[src/rtl/instr_fetch.sv]
// rtl/instr_fetch.sv - instruction fetch stage: ROM read issue, 2-entry decode buffer, branch flush, range fault. Optional perf counters under FETCH_PERF_COUNT_EN.
module instr_fetch #(
    parameter logic [31:0] ROM_BASE = 32'h0800_0000,
    parameter logic [31:0] ROM_SIZE = 32'h0010_0000,
    parameter logic [31:0] RESET_PC = 32'h0800_0000
) (
    input  logic        clock,
    input  logic        reset,
    output logic [31:0] rom_address,
    input  logic [31:0] rom_data,
    input  logic        branch_valid,
    input  logic [31:0] branch_target,
    output logic        instr_valid,
    output logic [31:0] instr,
    output logic [31:0] instr_pc,
    input  logic        instr_ready,
    output logic        fetch_fault,
    output logic [31:0] fetch_count,
    output logic [31:0] stall_count
);

    typedef enum logic {
        ST_RUN   = 1'b0,
        ST_FAULT = 1'b1
    } state_t;

    state_t      state_q, state_d;
    logic [31:0] pc_q, pc_d;
    logic        inflight_q, inflight_d;
    logic [31:0] inflight_pc_q, inflight_pc_d;
    logic [31:0] fifo_pc_q [2];
    logic [31:0] fifo_pc_d [2];
    logic [31:0] fifo_word_q [2];
    logic [31:0] fifo_word_d [2];
    logic        rd_ptr_q, rd_ptr_d;
    logic        wr_ptr_q, wr_ptr_d;
    logic [1:0]  count_q, count_d;

    logic [31:0] pc_offset;
    logic        pc_ok;
    logic [1:0]  occupancy;
    logic        credit_ok;
    logic        issue;
    logic        push;
    logic        pop;

    // The ROM always sees the next PC; it only matters on cycles where we issue.
    assign rom_address = pc_q;
    assign instr_valid = (count_q != 2'd0);
    assign instr       = instr_valid ? fifo_word_q[rd_ptr_q] : 32'h0;
    assign instr_pc    = instr_valid ? fifo_pc_q[rd_ptr_q]   : 32'h0;
    assign fetch_fault = (state_q == ST_FAULT);

    // Issue/capture/pop decisions; subtracting the base makes the window check wrap-safe.
    always_comb begin
        pc_offset = pc_q - ROM_BASE;
        pc_ok     = (pc_offset < ROM_SIZE) && (pc_q[1:0] == 2'b00);
        occupancy = count_q + {1'b0, inflight_q};
        pop       = instr_valid && instr_ready;
        credit_ok = (occupancy < 2'd2) || pop;
        issue     = (state_q == ST_RUN) && !branch_valid && pc_ok && credit_ok;
        push      = inflight_q && !branch_valid;
    end

    // Next-state for PC, in-flight tracking, buffer and FSM; a branch overrides everything.
    always_comb begin
        state_d       = state_q;
        pc_d          = pc_q;
        inflight_d    = 1'b0;
        inflight_pc_d = inflight_pc_q;
        rd_ptr_d      = rd_ptr_q;
        wr_ptr_d      = wr_ptr_q;
        count_d       = count_q;
        for (int i = 0; i < 2; i++) begin
            fifo_pc_d[i]   = fifo_pc_q[i];
            fifo_word_d[i] = fifo_word_q[i];
        end

        if (branch_valid) begin
            // Flush: the in-flight word is dropped; a same-cycle pop is already consumed by decode.
            pc_d     = branch_target;
            state_d  = ST_RUN;
            rd_ptr_d = 1'b0;
            wr_ptr_d = 1'b0;
            count_d  = 2'd0;
        end else begin
            if (issue) begin
                pc_d          = pc_q + 32'd4;
                inflight_d    = 1'b1;
                inflight_pc_d = pc_q;
            end
            if (push) begin
                fifo_pc_d[wr_ptr_q]   = inflight_pc_q;
                fifo_word_d[wr_ptr_q] = rom_data;
                wr_ptr_d              = ~wr_ptr_q;
            end
            if (pop) begin
                rd_ptr_d = ~rd_ptr_q;
            end
            count_d = count_q + {1'b0, push} - {1'b0, pop};
            if ((state_q == ST_RUN) && !pc_ok) begin
                state_d = ST_FAULT;
            end
        end
    end

    // Fetch state registers with asynchronous reset.
    always_ff @(posedge clock or posedge reset) begin
        if (reset) begin
            state_q       <= ST_RUN;
            pc_q          <= RESET_PC;
            inflight_q    <= 1'b0;
            inflight_pc_q <= 32'h0;
            rd_ptr_q      <= 1'b0;
            wr_ptr_q      <= 1'b0;
            count_q       <= 2'd0;
            for (int i = 0; i < 2; i++) begin
                fifo_pc_q[i]   <= 32'h0;
                fifo_word_q[i] <= 32'h0;
            end
        end else begin
            state_q       <= state_d;
            pc_q          <= pc_d;
            inflight_q    <= inflight_d;
            inflight_pc_q <= inflight_pc_d;
            rd_ptr_q      <= rd_ptr_d;
            wr_ptr_q      <= wr_ptr_d;
            count_q       <= count_d;
            for (int i = 0; i < 2; i++) begin
                fifo_pc_q[i]   <= fifo_pc_d[i];
                fifo_word_q[i] <= fifo_word_d[i];
            end
        end
    end

`ifdef FETCH_PERF_COUNT_EN
    logic [31:0] fetch_count_q, fetch_count_d;
    logic [31:0] stall_count_q, stall_count_d;

    assign fetch_count = fetch_count_q;
    assign stall_count = stall_count_q;

    // Count captured words and cycles where decode holds off a valid head.
    always_comb begin
        fetch_count_d = fetch_count_q + {31'h0, push};
        stall_count_d = stall_count_q + {31'h0, (instr_valid && !instr_ready)};
    end

    // Performance counter registers, free-running and wrapping.
    always_ff @(posedge clock or posedge reset) begin
        if (reset) begin
            fetch_count_q <= 32'h0;
            stall_count_q <= 32'h0;
        end else begin
            fetch_count_q <= fetch_count_d;
            stall_count_q <= stall_count_d;
        end
    end
`else
    assign fetch_count = 32'h0;
    assign stall_count = 32'h0;
`endif

endmodule
[config.mk]
export PLATFORM = sky130hd
export DESIGN_NAME = instr_fetch
export DESIGN_NICKNAME = d
export VERILOG_FILES = /design/src/rtl/instr_fetch.sv
export SDC_FILE = /design/constraint.sdc
export NUM_CORES = 1
export LEC_CHECK = 0
export ABC_AREA = 1
export CORE_MARGIN = 1.5
export CORE_UTILIZATION = 45
export CTS_BUF_LIST = sky130_fd_sc_hd__clkbuf_8
export CTS_CLUSTER_DIAMETER = 200
export DETAILED_ROUTE_END_ITERATION = 10
export DONT_BUFFER_PORTS = 1
export PLACE_DENSITY = 0.62
export SYNTH_ARGS = -nofsm -noshare
export SYNTH_HDL_FRONTEND = slang
export SYNTH_SLANG_ARGS = --single-unit
[constraint.sdc]
create_clock -name clock -period 9.5 [get_ports clock]
set_clock_uncertainty 0.1 [all_clocks]
set_input_delay 1.425 -clock clock [delete_from_list [all_inputs] [get_ports clock]]
set_output_delay 1.425 -clock clock [all_outputs]
set_load 0.005 [all_outputs]
==> reports/summary.txt, run 1 <==
dpl hpwl: 13.2 mm
asr flop ratio synth: 100%
Post-synth EDFFs: 0
Die Area: 21900 sq um
largest net degree at the start of global routing: 120
Setup crit start kind: register
Slew Viols, Final: 0
clock buffer depth: 2
average vias per placed instance: 4.91
Crit path largest cell delay: 570 ps
synthesized area: 9480 sq um
Final setup viols: 0
power density over cell area: 171 nW/um^2
worst hold slack: 371 ps
CTS root buffer: clkbuf_8
Worst Hold Class: register to register
number of global-route vias before repair: 6544
core area: 20400 sq um
count leader, synth: nand2_1
worst-margin pin slew: 1010 ps
sequential area share after synthesis: 52.3%
critical path type: register to output pin
antenna cell count: 0
initial antenna violation count: 1
initial DRC count: 374
largest cells by area after synthesis: dfrtp_1, nand2_1, o21ai_0
initial core utilization: 46.4%
# port buffers: 0
Pre-Repair DR Iteration Count: 5
nets: 1219
Site Rows: 52
layout cells sized above 1: 5.26%
postcts setup bufs: 0
CP Cell Sequence: inv_2, buf_4, nand2_1, a21oi_1
static leakage: 4.73 nW
RSZ-0062 raised after global routing: false
Mapped Cells: 1186
Post-CTS Resized: 0
Crit-path slowest cell: buf_4
RePlAce Congestion: 0.797
TritonCTS buffer count: 17
Max Cap Viol: 0
clock sink count: 198
cell taking the most area after synthesis: dfrtp_1
Max FO, Critical Path: 49
number of library cell types mapped by synthesis: 37
final clock period utilization by the worst path: 39.0%
required time of the critical path: 7980 ps
top cells by count, synth: nand2_1, dfrtp_1, o21ai_0, inv_1, a21oi_1
FMAX: 270 MHz
yosys warns: 0
CP Data Arrival Time: 2180 ps
first-pass GRT wire length: 34.3 mm
CP delay by family, top: buffers and inverters
later-pin clock latency in the skew report: 460 ps
vias after detailed routing: 7020
Worst Slack Setup Final: 5800 ps
register bit total from synthesis: 198
ANT nets after route: 0
Post-Route Setup TNS: 0 ps
Final Hold Violating Endpoints: 0
worst path bufs/invs: 2
GRT Resource Usage Total: 19.8%
Most used DFF post-synth: dfrtp_1
fin crit period: 3700 ps
Die Width: 148 um
Layout area overhead: 2.63%
CP Capture Type: output pin
drt wl/cell: 14.9 um
fill count: 2079
CTS clk-pin slew, worst paths: 100 ps
pre-CTS WS: 6050 ps
GRT overflow: 0
top cell type's share of synthesized area: 52.0%
CTS H-tree lvls: 4
Slew Limit Headroom: 32.6%
status: finished clean
Die H: 148 um
IR Drop Worst-Case VDD: 0.123 mV
CTS tree: done
DRT Wirelength: 21.3 mm
Top-Level Pins: 230
DRC: 0
Hold Buf Count CTS: 0
syn avg cell area: 7.99 sq um
-- stage by stage --
step | total power, mW | util [%] | area, sq um | instances
after CTS | 1.69 | 47.6 | 9730 | 1430
after floorplan | 1.10 | - | 9720 | 1249
after detailed placement | 1.15 | 45.8 | 9350 | 1398
after global routing | 1.75 | 47.6 | 9730 | 1430
final | 1.66 | 47.6 | 9730 | 1430
after global placement | 1.15 | 45.8 | 9350 | 1398
-- kinds of logic (layout without fill, tap and decap cells) --
kind of cell    Yosys count  in the layout  synth area share [%]
other cells               1             64                0.0396
buf+inv                 232            143                  12.4
compound gates          231            231                  12.3
flops                   198            198                  52.3
simple gates            511            511                  21.5
mux                       2              2                 0.238
fa+ha+maj                 4              4                 0.528
xor+xnor                  7              7                 0.647
-- power by group --
| group | switching, mW | internal (mW) | leakage (nW) | total (mW) |
|---|---|---|---|---|
| registers | 0.0390 | 0.870 | 2.56 | 0.909 |
| clock network | 0.314 | 0.216 | 0.203 | 0.530 |
| logic | 0.175 | 0.0475 | 1.97 | 0.223 |
| total | 0.529 | 1.13 | 4.73 | 1.66 |
-- sequential cells by signal, indices dropped and copies added (netlist names) --
name and count:
fifo_word_q 64, rom_address 32, inflight_q 1, count_q 2
fifo_pc_q 64, wr_ptr_q 1, inflight_pc_q 32, rd_ptr_q 1
fetch_fault 1
-- final cells by class --
cell class	count	area, sq um	area share (%)
Clock buffer	17	234	2.41
Clock inverter	15	146	1.50
Inverter	104	400	4.12
Multi-Input combinational cell	819	3600	37.0
Sequential cell	198	4960	51.0
Tap cell	270	338	3.47
Timing Repair Buffer	7	52.6	0.540
-- worst paths after layout --
path | start | endpoint | slack (ps) | cells after the start
worst max register to register | count_q[0] | inflight_pc_q[3] | 6800 | 9
worst max-delay path | rd_ptr_q | instr_pc[15] | 5800 | 4
worst min-delay path | inflight_pc_q[31] | inflight_pc_q[31] | 370 | 2
min in group asynchronous | reset | fifo_word_q[50] | 840 | 1
max in group asynchronous | reset | fifo_pc_q[14] | 6940 | 2
worst min register to register | inflight_pc_q[31] | inflight_pc_q[31] | 370 | 2
-- metal layers --
| metal | up-vias | global-route usage [%] | routed length [um] |
|---|---|---|---|
| met4 | 2 | 4.36 | 169 |
| met3 | 14 | 5.61 | 1380 |
| met2 | 199 | 29.7 | 9590 |
| met1 | 3286 | 28.5 | 10100 |
| li1 | 3519 | - | - |
| met5 | - | 0 | 12 |
-- placed cells by master (no fill, tap or decap) --
cell,synthesis,routed
nand2_1,404,404
o21ai_1,34,34
a31oi_1,2,2
ha_1,4,4
bufinv_16,0,1
nor2_1,53,53
mux2_2,2,2
or2_4,0,1
o21ai_0,107,107
inv_2,2,3
dfrtp_2,0,1
nor2_4,1,2
a21oi_1,86,86
inv_8,0,5
nand4_2,1,1
or2_2,2,2
dfrtp_1,197,196
conb_1,1,64
nand3_1,34,33
nand4_1,4,4
clkinv_2,0,3
and2_1,1,1
nand3_2,1,1
clkbuf_8,0,17
nand3_4,1,2
inv_6,0,2
nor2_2,3,2
inv_4,1,1
buf_4,66,7
inv_1,101,100
nand2_2,2,2
nand3b_1,1,1
nor3_1,1,1
nand2_4,1,1
o21bai_1,2,2
xor2_1,3,3
xnor2_1,4,4
dfstp_2,1,1
clkinv_4,0,4
-- tightest hold or removal path, delay by kind of cell (launching register included) --
| kind | cells | cell delay (ps) |
|---|---|---|
| buffers and inverters | 1 | 40 |
| DFF | 1 | 350 |
| and+or+nand+nor | 1 | 50 |
No activity file was read; power rests on OpenSTA's default activity.
==> run 2: changes to the inputs <==
Clock period 9.5 ns to 3.81 ns, I/O delays scaled along.
==> run 2 against run 1 <==
  * Core utilization increased by 0.70 points
  * Combinational power increased to 2.6 times the previous value
  * Sequential cell count unchanged
  * Power increased to 2.6 times the previous value
  * Sequential share of layout area decreased by 0.74 points
  * Largest power group unchanged
  * Setup slack got worse by 4600 ps
  * Final area increased by 1.5%
  * Die area unchanged
  * Register-to-register slack got worse by 5200 ps
  * Via count about the same
==> reports/summary.txt, run 2 (synthesis results as in run 1) <==
status: finished clean
CP delay by family, top: buffers and inverters
number of global-route vias before repair: 6460 (-1.3%)
Final Hold Violating Endpoints: 0 (unchanged)
IR Drop Worst-Case VDD: 0.315 mV (+160%)
Sequential Area: 4960 sq um (unchanged)
CTS clk-pin slew, worst paths: 100 ps (about the same)
DRC: 0 (unchanged)
biggest regs: fifo_pc_q: 64 flops, fifo_word_q: 64 flops
# port buffers: 0 (unchanged)
Site Rows: 52 (unchanged)
GRT Resource Usage Total: 19.6% (-0.18 points)
fill count: 2051 (-1.3%)
fin crit period: 2660 ps
CTS H-tree lvls: 4 (unchanged)
initial DRC count: 422 (+13%)
first-pass GRT wire length: 34.1 mm (-0.60%)
Pre-Repair DR Iteration Count: 5 (unchanged)
static leakage: 4.80 nW (+1.3%)
Post-Route Setup TNS: 0 ps (unchanged)
postcts setup bufs: 0 (unchanged)
RePlAce Congestion: 0.793 (-0.44%)
Setup crit start kind: register
most frequent cells in the layout: nand2_1, dfrtp_1, o21ai_0, inv_1, a21oi_1
power density over cell area: 433 nW/um^2 (+150%)
Worst Hold Class: primary input to register
Final setup viols: 0 (unchanged)
CP Capture Type: output pin
RSZ-0062 raised after global routing: false
Die H: 148 um (unchanged)
Hold Buf Count CTS: 1 (+1)
Die Width: 148 um (unchanged)
Slew Limit Headroom: 47.5% (+15 points)
final clock period utilization by the worst path: 69.7%
Multi-input gate area: 3600 sq um (unchanged)
Die Area: 21900 sq um (unchanged)
most common cell after layout, fill and taps aside: nand2_1
required time of the critical path: 3140 ps (-4840 ps)
Max FO, Critical Path: 40 (-18%)
Crit-path slowest cell: dfrtp_2
Final Power: 4.28 mW (+160%)
initial core utilization: 46.4% (unchanged)
average vias per placed instance: 4.89 (-0.40%)
CTS root buffer: clkbuf_8
TritonCTS buffer count: 17 (unchanged)
vias after detailed routing: 7026 (+0.085%)
layout cells sized above 1: 5.66% (+0.40 points)
clock buffer depth: 2 (unchanged)
GRT overflow: 0 (unchanged)
DRT Wirelength: 21.0 mm (-1.5%)
CP Data Arrival Time: 1980 ps (-200 ps)
CP Cell Sequence: inv_2, buf_12, nand2_1, a21oi_1
largest net degree at the start of global routing: 89 (-26%)
nets: 1225 (+0.49%)
Slew Viols, Final: 0 (unchanged)
dpl hpwl: 13.4 mm (+2.1%)
later-pin clock latency in the skew report: 460 ps (about the same)
core area: 20400 sq um (unchanged)
critical path type: register to output pin
Crit path largest cell delay: 410 ps (-160 ps)
Max Cap Viol: 0 (unchanged)
Top-Level Pins: 230 (unchanged)
worst-margin pin slew: 788 ps (-223 ps)
drt wl/cell: 14.6 um (-2.0%)
clock sink count: 198 (unchanged)
worst hold slack: 66.2 ps (-305 ps)
CTS tree: done
initial antenna violation count: 1 (unchanged)
ANT nets after route: 0 (unchanged)
worst path bufs/invs: 2 (unchanged)
FMAX: 377 MHz
Post-CTS Resized: 0 (unchanged)
Layout area overhead: 4.13%
## run 2: changes by cell type in the layout (fill, tap and decap cells not counted)
| cell | delta |
|---|---|
| inv_8 | -5 |
| buf_12 | +4 |
| clkbuf_8 | +3 |
| bufinv_16 | +2 |
| clkinvlp_4 | +2 |
| buf_4 | +1 |
| clkinv_4 | -1 |
| diode_2 | +1 |
| dlygate4sd3_1 | +1 |
| inv_6 | -1 |
## run 2: worst paths after layout
| kind | startpoint | endpoint | slack (ps) | cells past startpoint |
|---|---|---|---|---|
| worst max register to register | count_q[0] | inflight_pc_q[3] | 1650 | 8 |
| min in group asynchronous | reset | fifo_word_q[5] | 450 | 2 |
| worst min register to register | inflight_pc_q[23] | inflight_pc_q[23] | 370 | 2 |
| max in group asynchronous | reset | fifo_pc_q[0] | 2330 | 3 |
| worst max-delay path | rd_ptr_q | instr_pc[15] | 1150 | 4 |
| worst min-delay path | branch_valid | fetch_fault | 70 | 1 |
## run 2: stage by stage
stage	utilization (%)	worst slack, ps	cell area, sq um	std cells
global route	48.3	962	9870	1437
detailed placement	46.2	1490	9430	1403
floorplan	-	579	9720	1249
global placement	46.2	1540	9430	1403
finish	48.3	1150	9870	1437
CTS	48.3	1120	9870	1436
## run 2: layout make-up
class,instances,area share (%)
inverter,104,4.02
multi-input combinational,819,36.5
sequential,198,50.2
timing repair buffer,13,1.52
clock inverter,12,1.53
tap,270,3.42
antenna,1,0.0254
clock buffer,20,2.79
## run 2: power by group
group | total, mW | internal [mW] | leakage (nW) | switching (mW)
clock | 1.43 | 0.702 | 0.220 | 0.728
combinational | 0.584 | 0.141 | 2.01 | 0.443
sequential | 2.26 | 2.17 | 2.56 | 0.0935
total | 4.28 | 3.01 | 4.80 | 1.26
## run 2: routing by layer
metal | vias to the layer above | GRT usage (%) | share of wire, %
met3 | 10 | 5.58 | 6.4
met4 | 0 | 4.16 | 0.66
met2 | 199 | 29.0 | 44
li1 | 3529 | - | -
met5 | - | 0 | 0
met1 | 3288 | 28.7 | 49
==> run 3: changes to the inputs <==
Clock period 3.81 ns to 2.6 ns, I/O delays scaled along.
==> run 3 against run 2 <==
  * Clock-buffer cell count down 1
  * Final area up 6.2%
  * Core utilization up 3.0 points
  * Register-to-register slack worse by 1200 ps
  * Global-route usage up 0.49 points
  * Final cell count up 4.3%
  * Routed wire length up 4.4%
  * Die area unchanged
  * Setup slack worse by 980 ps
  * Sequential cell count unchanged
  * Hold slack worse by 25 ps
  * Critical path type unchanged
  * Highest routed layer unchanged
==> reports/summary.txt, run 3 (synthesis results as in run 1) <==
ANT nets after route: 0 (unchanged)
dpl hpwl: 14.0 mm (+3.9%)
static leakage: 5.07 nW (+5.6%)
FMAX: 413 MHz
placed insts: 1409 (+0.43%)
Final Power: 6.26 mW (+46%)
CP Data Arrival Time: 1930 ps (-50 ps)
RePlAce Congestion: 0.810 (+2.1%)
RSZ-0062 raised after global routing: false
vias after detailed routing: 7321 (+4.2%)
Die Width: 148 um (unchanged)
CTS H-tree lvls: 4 (unchanged)
Max Cap Viol: 0 (unchanged)
most frequent cells in the layout: nand2_1, dfrtp_1, o21ai_0, inv_1, a21oi_1
antenna cell count: 0 (-1)
Final Util: 51.3% (+3.0 points)
first-pass GRT wire length: 35.4 mm (+3.8%)
power density over cell area: 597 nW/um^2 (+38%)
clock sink count: 198 (unchanged)
GRT Resource Usage Total: 20.1% (+0.49 points)
initial antenna violation count: 0 (-1)
# port buffers: 0 (unchanged)
fill count: 2008 (-2.1%)
worst-margin pin slew: 958 ps (+170 ps)
R2R Path Start: rom_address[27]
final clock period utilization by the worst path: 93.2%
IR Drop Worst-Case VDD: 0.424 mV (+35%)
CTS clk-pin slew, worst paths: 100 ps (about the same)
Setup crit start kind: register
Final setup viols: 0 (unchanged)
CTS tree: done
later-pin clock latency in the skew report: 460 ps (about the same)
most common cell after layout, fill and taps aside: nand2_1
TritonCTS buffer count: 17 (unchanged)
CP Capture Type: output pin
status: finished clean
HP Start: branch_target[13]
layout cells sized above 1: 5.78% (+0.12 points)
Die Area: 21900 sq um (unchanged)
biggest regs: fifo_pc_q: 64 flops, fifo_word_q: 64 flops
DRC: 0 (unchanged)
initial DRC count: 412 (-2.4%)
Slew Limit Headroom: 36.1% (-11 points)
drt wl/cell: 14.6 um (+0.12%)
Top-Level Pins: 230 (unchanged)
Slew Viols, Final: 0 (unchanged)
critical path type: register to output pin
postcts setup bufs: 0 (unchanged)
clock buffer depth: 2 (unchanged)
core area: 20400 sq um (unchanged)
Layout area overhead: 10.6%
Final Hold Violating Endpoints: 0 (unchanged)
Worst Hold Class: primary input to register
GRT overflow: 0 (unchanged)
initial core utilization: 46.4% (unchanged)
Site Rows: 52 (unchanged)
Die H: 148 um (unchanged)
Setup crit start: rd_ptr_q
number of global-route vias before repair: 6846 (+6.0%)
Post-Layout Cell Count: 1499 (+4.3%)
DRT Wirelength: 21.9 mm (+4.4%)
largest net degree at the start of global routing: 106 (+19%)
nets: 1288 (+5.1%)
average vias per placed instance: 4.88 (-0.11%)
Max FO, Critical Path: 50 (+25%)
Pre-Repair DR Iteration Count: 5 (unchanged)
CTS root buffer: clkbuf_8
required time of the critical path: 2110 ps (-1030 ps)
fin crit period: 2420 ps
-- run 3: cell types whose count changed in the layout (fill, tap and decap cells not counted) --
cell            previous run  this run
dlygate4sd3_1              1        57
buf_4                      8        12
buf_12                     4         6
bufinv_16                  3         2
clkbuf_8                  20        19
clkinv_4                   3         2
clkinvlp_4                 2         3
dfrtp_2                    1         0
dfrtp_4                    0         1
diode_2                    1         0
dlymetal6s4s_1             0         1
inv_1                    100       101
inv_6                      1         2
-- run 3: repair_timing --
item	4_1_cts	5_1_grt
endpoints found under the hold margin	288	0
endpoints found under the setup margin	0	75
hold buffers	58	0
resized for setup	0	2
-- run 3: final timing paths --
path | to | slack (ps) | cells past startpoint
setup reg to reg | inflight_pc_q[4] | 500 | 8
min in group asynchronous | fifo_word_q[8] | 450 | 3
max in group asynchronous | fifo_pc_q[3] | 1430 | 3
hold / removal | rom_address[13] | 40 | 4
hold reg to reg | inflight_pc_q[22] | 370 | 2
setup / recovery | instr_pc[18] | 180 | 4
-- run 3: stage by stage --
| stage | hold WS [ps] | area [sq um] | setup WS (ps) | setup TNS (ps) |
|---|---|---|---|---|
| after CTS | 0.0174 | 10500 | 3.39 | 0 |
| final | 41.2 | 10500 | 178 | 0 |
| after global routing | 27.7 | 10500 | 57.4 | 0 |
| after global placement | 336 | 9500 | 589 | 0 |
| after floorplan | 328 | 9720 | -450 | -88560 |
| after detailed placement | 334 | 9500 | 512 | 0 |
-- run 3: final cells by class --
class	instances	area [sq um]	share of cell area, %
clock buffer	19	262	2.49
clock inverter	13	133	1.27
sequential	198	4960	47.3
tap	270	338	3.22
timing repair buffer	76	793	7.57
inverter	104	397	3.78
multi-input combinational	819	3600	34.3
-- run 3: critical path, stage by stage (launching register included) --
cell,delay [ps]
dfrtp_4,630
inv_2,130
buf_12,250
nand2_1,80
a21oi_1,310
-- run 3: routing by layer --
layer	global-route usage [%]	vias up	share of wire (%)
li1	-	3663	-
met1	28.4	3454	48
met2	30.9	190	45
met3	4.91	14	6.3
met4	5.40	0	1.1
met5	0	-	0
-- run 3: where the power goes --
part / internal, mW / total (mW) / switching [mW]
Sequential: 3.18 / 3.35 / 0.168
Combinational: 0.277 / 0.927 / 0.650
Clock: 0.904 / 1.98 / 1.08
